$ cat config.mk
export PLATFORM = sky130hd
export DESIGN_NAME = regbank_dbuf
export DESIGN_NICKNAME = d
export VERILOG_FILES = /design/src/rtl/regbank_pkg.sv /design/src/rtl/regbank_commit_fsm.sv /design/src/rtl/regbank_dbuf.sv
export SDC_FILE = /design/constraint.sdc
export NUM_CORES = 1
export LEC_CHECK = 0
export CAP_MARGIN = 20
export CORE_UTILIZATION = 55
export CTS_BUF_LIST = sky130_fd_sc_hd__clkbuf_8
export DETAILED_ROUTE_END_ITERATION = 12
export GPL_ROUTABILITY_DRIVEN = 0
export GPL_TIMING_DRIVEN = 0
export PLACE_DENSITY = 0.92
export SLEW_MARGIN = 20
export SYNTH_ARGS = -nofsm -noshare
export SYNTH_HDL_FRONTEND = slang
export SYNTH_SLANG_ARGS = --single-unit
export TNS_END_PERCENT = 20
$ cat constraint.sdc
create_clock -name clk_i -period 4.6 [get_ports clk_i]
set_clock_uncertainty 0.1 [all_clocks]
set_input_delay 0.46 -clock clk_i [delete_from_list [all_inputs] [get_ports clk_i]]
set_output_delay 0.46 -clock clk_i [all_outputs]
set_load 0.02 [all_outputs]
$ cat src/rtl/regbank_pkg.sv
// Shared definitions for the double-buffered LED-controller register bank:
// register map, CTRL/STATUS bit positions and the commit FSM state type.
package regbank_pkg;

    localparam logic [3:0] RTL_REVISION_MAJOR = 4'd2;
    localparam logic [3:0] RTL_REVISION_MINOR = 4'd0;

    localparam int unsigned ADDR_ZERO     = 0;
    localparam int unsigned ADDR_REV      = 1;
    localparam int unsigned ADDR_T0H      = 2;
    localparam int unsigned ADDR_T0L      = 3;
    localparam int unsigned ADDR_T1H      = 4;
    localparam int unsigned ADDR_T1L      = 5;
    localparam int unsigned ADDR_CHAN_LEN = 6;
    localparam int unsigned ADDR_CHAN_CNT = 7;
    localparam int unsigned ADDR_CTRL     = 8;
    localparam int unsigned ADDR_STATUS   = 9;

    localparam int unsigned CTRL_APPLY_BIT     = 0;
    localparam int unsigned CTRL_CLR_ERR_BIT   = 1;
    localparam int unsigned STATUS_PENDING_BIT = 0;
    localparam int unsigned STATUS_CLAMP_BIT   = 1;

    typedef enum logic [1:0] {
        IDLE    = 2'd0,
        PENDING = 2'd1,
        COMMIT  = 2'd2
    } commit_state_e;

    function automatic logic is_field_addr(input int unsigned addr);
        return (addr >= ADDR_T0H) && (addr <= ADDR_CHAN_CNT);
    endfunction

endpackage

$ cat src/rtl/regbank_commit_fsm.sv
// Apply/commit sequencer: holds an apply request until the waveform generator
// is between frames, then issues a single-cycle commit.
module regbank_commit_fsm
    import regbank_pkg::*;
(
    input  logic clk_i,
    input  logic rst_n_i,
    input  logic apply_i,
    input  logic frame_idle_i,
    output logic pending_o,
    output logic commit_o
);

    commit_state_e state_q, state_d;

    always_ff @(posedge clk_i or negedge rst_n_i) begin
        if (!rst_n_i) begin
            state_q <= IDLE;
        end else begin
            state_q <= state_d;
        end
    end

    // Apply outside IDLE is deliberately ignored so commits never queue up.
    always_comb begin
        state_d   = state_q;
        commit_o  = 1'b0;
        pending_o = (state_q != IDLE);
        unique case (state_q)
            IDLE: begin
                if (apply_i) state_d = PENDING;
            end
            PENDING: begin
                if (frame_idle_i) state_d = COMMIT;
            end
            COMMIT: begin
                commit_o = 1'b1;
                state_d  = IDLE;
            end
            default: state_d = IDLE;
        endcase
    end

endmodule

$ cat src/rtl/regbank_dbuf.sv
// Double-buffered register bank: shadow registers written by the host, active
// registers loaded on commit. Define REGBANK_AUTO_APPLY_EN to make field writes apply.
module regbank_dbuf
    import regbank_pkg::*;
#(
    parameter int unsigned TIME_WIDTH = 8,
    parameter int unsigned LEN_WIDTH  = 8,
    parameter int unsigned NUM_CHAN   = 8,
    parameter int unsigned CNT_WIDTH  = 4,
    parameter int unsigned ADDR_WIDTH = 4
) (
    input  logic                  clk_i,
    input  logic                  rst_n_i,
    input  logic [ADDR_WIDTH-1:0] reg_rd_addr_i,
    input  logic                  reg_wr_en_i,
    input  logic [ADDR_WIDTH-1:0] reg_wr_addr_i,
    input  logic [7:0]            reg_wr_data_i,
    input  logic                  frame_idle_i,
    output logic [7:0]            reg_rd_data_o,
    output logic [TIME_WIDTH-1:0] reg_t0h_time_o,
    output logic [TIME_WIDTH:0]   reg_t0s_time_o,
    output logic [TIME_WIDTH-1:0] reg_t1h_time_o,
    output logic [TIME_WIDTH:0]   reg_t1s_time_o,
    output logic [LEN_WIDTH-1:0]  reg_chan_len_o,
    output logic [CNT_WIDTH-1:0]  reg_chan_cnt_o,
    output logic                  commit_o
);

    logic [31:0] wr_addr, rd_addr;
    logic        ctrl_wr, apply, pending, commit;

    logic [TIME_WIDTH-1:0] sh_t0h_q, sh_t0h_d, sh_t0l_q, sh_t0l_d;
    logic [TIME_WIDTH-1:0] sh_t1h_q, sh_t1h_d, sh_t1l_q, sh_t1l_d;
    logic [LEN_WIDTH-1:0]  sh_len_q, sh_len_d;
    logic [CNT_WIDTH-1:0]  sh_cnt_q, sh_cnt_d;
    logic                  clamp_err_q, clamp_err_d;

    logic [TIME_WIDTH-1:0] act_t0h_q, act_t0l_q, act_t1h_q, act_t1l_q;
    logic [LEN_WIDTH-1:0]  act_len_q;
    logic [CNT_WIDTH-1:0]  act_cnt_q;

    assign wr_addr = 32'(reg_wr_addr_i);
    assign rd_addr = 32'(reg_rd_addr_i);
    assign ctrl_wr = reg_wr_en_i && (wr_addr == ADDR_CTRL);

`ifdef REGBANK_AUTO_APPLY_EN
    assign apply = (ctrl_wr && reg_wr_data_i[CTRL_APPLY_BIT])
                || (reg_wr_en_i && is_field_addr(wr_addr));
`else
    assign apply = ctrl_wr && reg_wr_data_i[CTRL_APPLY_BIT];
`endif

    regbank_commit_fsm u_commit_fsm (
        .clk_i        (clk_i),
        .rst_n_i      (rst_n_i),
        .apply_i      (apply),
        .frame_idle_i (frame_idle_i),
        .pending_o    (pending),
        .commit_o     (commit)
    );

    // Clear is evaluated before set so a clamping write always leaves the error flagged.
    always_comb begin
        sh_t0h_d    = sh_t0h_q;
        sh_t0l_d    = sh_t0l_q;
        sh_t1h_d    = sh_t1h_q;
        sh_t1l_d    = sh_t1l_q;
        sh_len_d    = sh_len_q;
        sh_cnt_d    = sh_cnt_q;
        clamp_err_d = clamp_err_q;
        if (ctrl_wr && reg_wr_data_i[CTRL_CLR_ERR_BIT]) clamp_err_d = 1'b0;
        if (reg_wr_en_i) begin
            unique case (wr_addr)
                ADDR_T0H:      sh_t0h_d = reg_wr_data_i[TIME_WIDTH-1:0];
                ADDR_T0L:      sh_t0l_d = reg_wr_data_i[TIME_WIDTH-1:0];
                ADDR_T1H:      sh_t1h_d = reg_wr_data_i[TIME_WIDTH-1:0];
                ADDR_T1L:      sh_t1l_d = reg_wr_data_i[TIME_WIDTH-1:0];
                ADDR_CHAN_LEN: sh_len_d = reg_wr_data_i[LEN_WIDTH-1:0];
                ADDR_CHAN_CNT: begin
                    if (32'(reg_wr_data_i) > NUM_CHAN) begin
                        sh_cnt_d    = CNT_WIDTH'(NUM_CHAN);
                        clamp_err_d = 1'b1;
                    end else begin
                        sh_cnt_d = reg_wr_data_i[CNT_WIDTH-1:0];
                    end
                end
                default: ;
            endcase
        end
    end

    always_ff @(posedge clk_i or negedge rst_n_i) begin
        if (!rst_n_i) begin
            sh_t0h_q    <= '0;
            sh_t0l_q    <= '0;
            sh_t1h_q    <= '0;
            sh_t1l_q    <= '0;
            sh_len_q    <= '0;
            sh_cnt_q    <= '0;
            clamp_err_q <= 1'b0;
        end else begin
            sh_t0h_q    <= sh_t0h_d;
            sh_t0l_q    <= sh_t0l_d;
            sh_t1h_q    <= sh_t1h_d;
            sh_t1l_q    <= sh_t1l_d;
            sh_len_q    <= sh_len_d;
            sh_cnt_q    <= sh_cnt_d;
            clamp_err_q <= clamp_err_d;
        end
    end

    // Copy reads the registered shadow, so a write landing in the commit cycle is not taken.
    always_ff @(posedge clk_i or negedge rst_n_i) begin
        if (!rst_n_i) begin
            act_t0h_q <= '0;
            act_t0l_q <= '0;
            act_t1h_q <= '0;
            act_t1l_q <= '0;
            act_len_q <= '0;
            act_cnt_q <= '0;
        end else if (commit) begin
            act_t0h_q <= sh_t0h_q;
            act_t0l_q <= sh_t0l_q;
            act_t1h_q <= sh_t1h_q;
            act_t1l_q <= sh_t1l_q;
            act_len_q <= sh_len_q;
            act_cnt_q <= sh_cnt_q;
        end
    end

    always_comb begin
        reg_rd_data_o = '0;
        unique case (rd_addr)
            ADDR_REV:      reg_rd_data_o = {RTL_REVISION_MAJOR, RTL_REVISION_MINOR};
            ADDR_T0H:      reg_rd_data_o = 8'(sh_t0h_q);
            ADDR_T0L:      reg_rd_data_o = 8'(sh_t0l_q);
            ADDR_T1H:      reg_rd_data_o = 8'(sh_t1h_q);
            ADDR_T1L:      reg_rd_data_o = 8'(sh_t1l_q);
            ADDR_CHAN_LEN: reg_rd_data_o = 8'(sh_len_q);
            ADDR_CHAN_CNT: reg_rd_data_o = 8'(sh_cnt_q);
            ADDR_STATUS: begin
                reg_rd_data_o[STATUS_PENDING_BIT] = pending;
                reg_rd_data_o[STATUS_CLAMP_BIT]   = clamp_err_q;
            end
            default: ;
        endcase
    end

    assign reg_t0h_time_o = act_t0h_q;
    assign reg_t1h_time_o = act_t1h_q;
    assign reg_t0s_time_o = {1'b0, act_t0h_q} + {1'b0, act_t0l_q};
    assign reg_t1s_time_o = {1'b0, act_t1h_q} + {1'b0, act_t1l_q};
    assign reg_chan_len_o = act_len_q;
    assign reg_chan_cnt_o = act_cnt_q;
    assign commit_o       = commit;

endmodule

* Word-level counts from Yosys, hierarchy flattened
Cells that the tools add are included.
** Cells by class
- Add/sub/neg operators :: 2
- Magnitude comparators :: 1
- Eq/ne operators :: 19
- Mux-type cells :: 11
- Reduce and logical (&&, ||, !) cells :: 12
** Operators with widths (number)
- case mux 6 bit (7 select lines) :: 1
- equality test 4 x 3 -> 1 bit (second input constant) :: 8
- adder 8 x 8 -> 9 bit :: 2
- equality test 4 x 2 -> 1 bit (second input constant) :: 4
- case mux 2 bit (7 select lines) :: 1
- AND reduction 2 bit :: 7
- equality test 4 bit (second input constant) :: 2
- greater-than comparator 8 x 4 -> 1 bit (second input constant) :: 1
- two-way mux 1 bit :: 5
- equality test 4 x 1 -> 1 bit (second input constant) :: 1
- two-way mux 2 bit :: 2
- two-way mux 4 bit :: 1
- inequality test 2 bit (second input constant) :: 2
- case mux 2 bit (2 select lines) :: 1
- logical AND 1 bit :: 3
- equality test 2 x 1 -> 1 bit (second input constant) :: 1
- equality test 2 bit (second input constant) :: 1
- zero test 2 bit :: 1
- nonzero test 2 bit :: 1
** Storage, ports and cells
- Register bits after elaboration :: 91
- Bits of input ports :: 20
- Output and inout bits :: 55
- Word-level logic and storage cells :: 59

* Longest topological paths before layout
- Depth in word-level cells :: 7
- Gate-level depth with buffers :: 6

* Modules after synthesis
From an unflattened synthesis, not the netlist that was laid out.
** Second synthesis, totals
- Cells, all modules :: 355
- Area, all modules :: 4570.6 um^2
** By module, submodules not included
- regbank_dbuf :: instances 1, cells an instance 348, area each 4484.3 um^2
- regbank_commit_fsm :: instances 1, cells an instance 7, area each 86.3 um^2

* Worst setup path before layout
No wires, ideal clock.
- Path kind :: flip-flop to output port
- Start point :: reg act_t1h_q[0], in the netlist reg_t1h_time_o[0]
- End point :: out reg_t1s_time_o[8]
- Arrival :: 1714 ps
- Setup slack :: 2326 ps
- Stages on the path, launching flop included :: 7
- Path buffers :: 0
- Cell sequence :: dfrtp_1 -> ha_1 -> fa_1 -> a21oi_1 -> nor2_1 -> nor2_1 -> o21ai_0
** On the way
- Word-level cells in the longest chain between the ends :: 1
** Ends and longest elaborated chain
- start: declaration :: RTL line regbank_dbuf.sv:38 : logic [TIME_WIDTH-1:0] act_t0h_q, act_t0l_q, act_t1h_q, act_t1l_q;
- start signal: assignment :: RTL line regbank_dbuf.sv:124 : act_t1h_q <= sh_t1h_q;
- adder 8 x 8 -> 9 bit :: RTL line regbank_dbuf.sv:152 : assign reg_t1s_time_o = {1'b0, act_t1h_q} + {1'b0, act_t1l_q};
- end: declaration :: RTL line regbank_dbuf.sv:23 : output logic [TIME_WIDTH:0] reg_t1s_time_o,
Every way passes these cells.

* Final worst setup path
- Start point :: reg act_t1h_q[0], in the netlist reg_t1h_time_o[0]
- End point :: out reg_t1s_time_o[6]
The elaborated chain is that of the path after synthesis.

==> run metrics <==
Gate power share=0.366; area leader, netlist=dfrtp_1; Post-CTS Setup Inserts=0; Syn. warnings=0; Design Area, Final=between 5000 and 6000 sq um; setup violators final=0; Cell Int Power=between 1.5 and 2 mW; Peak Freq=slightly above 300 MHz; cts repair resizes=0; Hold WS=0.06059 ns; largest net degree at the start of global routing=57; crit path launch type=flop; mean post-synth cell area=about 13 sq um; Routed Wire Length=about 11 mm; CP max stage delay=between 0.6 and 0.7 ns; most frequent cells in the layout=dfrtp_1 (91), mux2_2 (73), clkdlybuf4s50_1 (71); Max-slew headroom=0.5219; Mapped Cells=368; register area share after synthesis=0.4943; power share of the sequential group=0.415; max-slew violation count=0; switching share of power=0.3334; Synth top area share=0.4943; Worst Tran Pin Value=0.7172 ns; vias in the first global route=3,447; Critical Path AT=roughly 2.7 ns; initial cell density of the core=0.5635; Hold Path Class=in2async; Net Sw Power=879.9 uW; Final min period=between 3 and 4 ns; Die W=between 90 and 100 um; DRC viols=0; Num CTS Buffers=9; Distinct cells, synth=51; Post-Place Cells=roughly 550; Post-DP Area=5477 sq um; slowest stage cell, crit path=clkdlybuf4s50_1; DP HPWL=~8 mm; Worst Setup End Kind=primary output; layout cells sized above 1=0.2451; first-pass GRT wire length=between 15 and 20 mm; final count of hold timing violations=0; IO Port Bufs=72; Root Driver=clkbuf_8; r2r endpoint=act_t0l_q[7]; clk_lat worst skew=around 0.36 ns; Leakage=between 2 and 3 nW; gr usage total=0.2696; max-cap violations=0; Post-Syn Nets=406; Setup TNS Final=0 ns; R2R setup slack=~2.9 ns; Rows=33; number of synthesized register bits=91; ANT nets after route=0; part of the power in the clock network=0.219; Crit path top cell by count=nor2_1; Pwr Total=2.640 mW; vias per inst=about 6.1; Setup WS pre-CTS=1.465 ns; Clock Sinks=91; non-filler cells, final=around 560; Worst Path Required=between 4 and 5 ns; Final Util=0.6956; final period utilization=0.7053; DIE HEIGHT=roughly 94 um; DRT Pass-1 Iters=5; Reg clk slew, reported paths=approximately 0.08 ns; cells along the critical path=ha_1, fa_1, a21oi_1, nor2_1, nor2_1, xnor2_1, clkdlybuf4s50_1; worst-path fanout max=3; Synth Cell Area=around 4600 sq um; r2r startpoint=u_commit_fsm.state_q[0]; WS Path Type=reg2out; core area=between 8000 and 9000 sq um; main flop type after synthesis=dfrtp_1; fin worst setup slack=1.356 ns; final layout net count=490; Async SR Flop Fraction=1.000; cell area power density=about 460 nW/um^2; clk buf depth=2; synth top area cells=dfrtp_1 (49%), mux2_2 (18%), ha_1 (4.3%); worst vdd ir=approximately 0.21 mV; Post-synth EDFFs=0; DR vias=about 3,400; area grow syn2layout=23.44%; commonest non-fill, non-tap cell in the layout=dfrtp_1; IO Count=75; Congestion Overflow GR=0; initial antenna violation count=0; CTS tree=built; wire length per cell=19.36 um; antenna cells=0; DRT iter0 DRCs=between 150 and 200; Die Footprint=8746 sq um; htree depth=3; R2R depth=4; status=finished clean; cts-stage hold buffer count=0; RSZ-0062 raised after global routing=no
-- state kept, by name, indices dropped and copies added, names as in the netlist --
name,flops
act_t0l_q,8
act_t1l_q,8
reg_chan_len_o,8
reg_t0h_time_o,8
reg_t1h_time_o,8
sh_len_q,8
sh_t0h_q,8
sh_t0l_q,8
sh_t1h_q,8
sh_t1l_q,8
reg_chan_cnt_o,4
sh_cnt_q,4
u_commit_fsm.state_q,2
clamp_err_q,1
-- critical path: cells and delay by family, from the launching register on --
family / cells / cell delay [ns]
xor+xnor: 1 / 0.14
simple gates: 2 / 0.26
compound gates: 1 / 0.26
fa+ha+maj: 2 / 0.65
flops: 1 / 0.40
buf+inv: 1 / 0.62
-- cell type report --
cell class / instances / area (sq um)
buffer: 14 / 80.08
clock buffer: 9 / 123.9
clock inverter: 7 / 86.33
fill: 599 / 2489
inverter: 11 / 41.29
multi-input combinational: 252 / 2208
sequential: 91 / 2277
tap: 105 / 131.4
timing repair buffer: 73 / 738.2
-- metal layers --
metal	wire length (um)	share of wire	GRT usage	vias to the layer above
met3	504	0.046	0.03577	24
met5	0	0	0	-
li1	-	-	-	1527
met1	4611	0.42	0.3579	1747
met2	5490	0.50	0.4479	131
met4	274	0.025	0.1103	0
-- cell usage after synthesis (all sizes together) (2+ instances only) --
cell type / number
buf: 12
o22a: 2
nand2b: 7
mux2: 81
nand4: 2
inv: 11
o21a: 2
nor2b: 9
o211ai: 2
mux2i: 10
a22o: 3
o21ai: 10
a21oi: 19
a311o: 3
a32oi: 3
nor2: 8
xnor2: 4
nand2: 18
nand3b: 4
nor3: 5
o21bai: 4
nand3: 4
a21o: 3
o22ai: 2
ha: 16
fa: 2
clkbuf: 2
dfrtp: 91
xor2: 4
o221ai: 2
nor3b: 3
a22oi: 3
nor4: 4
and3: 2
a2bb2oi: 2
-- power groups by stage --
stage                     Sequential (mW)  Clock [mW]  Combinational, mW
after floorplan                      1.12           0              0.528
after global placement               1.10           0              0.916
after detailed placement             1.11           0              0.958
after CTS                            1.10       0.575              0.967
after global routing                 1.11       0.612               1.04
final                                1.10       0.578              0.966
-- worst max-delay path by stage --
stage	startpoint	end	slack (ns)	cells past startpoint
after detailed placement	reg_rd_addr_i[0]	reg_rd_data_o[5]	1.46	6
after global routing	reg_t1h_time_o[0]	reg_t1s_time_o[6]	1.22	7
final	reg_t1h_time_o[0]	reg_t1s_time_o[6]	1.36	7
after CTS	reg_t1h_time_o[0]	reg_t1s_time_o[6]	1.37	7
after global placement	rst_n_i	act_t1l_q[6]	-0.13	1
after floorplan	reg_t1h_time_o[0]	reg_t1s_time_o[8]	2.33	6
-- cell families (layout without fill, tap and decap cells) --
kind of cell / after synthesis / count (layout) / share of synthesized area
fa+ha+maj: 18 / 18 / 0.05215
simple gates: 69 / 69 / 0.08745
flops: 91 / 91 / 0.4943
compound gates: 66 / 66 / 0.09832
buf+inv: 25 / 114 / 0.02634
xor+xnor: 8 / 8 / 0.01521
mux: 91 / 91 / 0.2262
No activity file was read; power rests on OpenSTA's default activity.
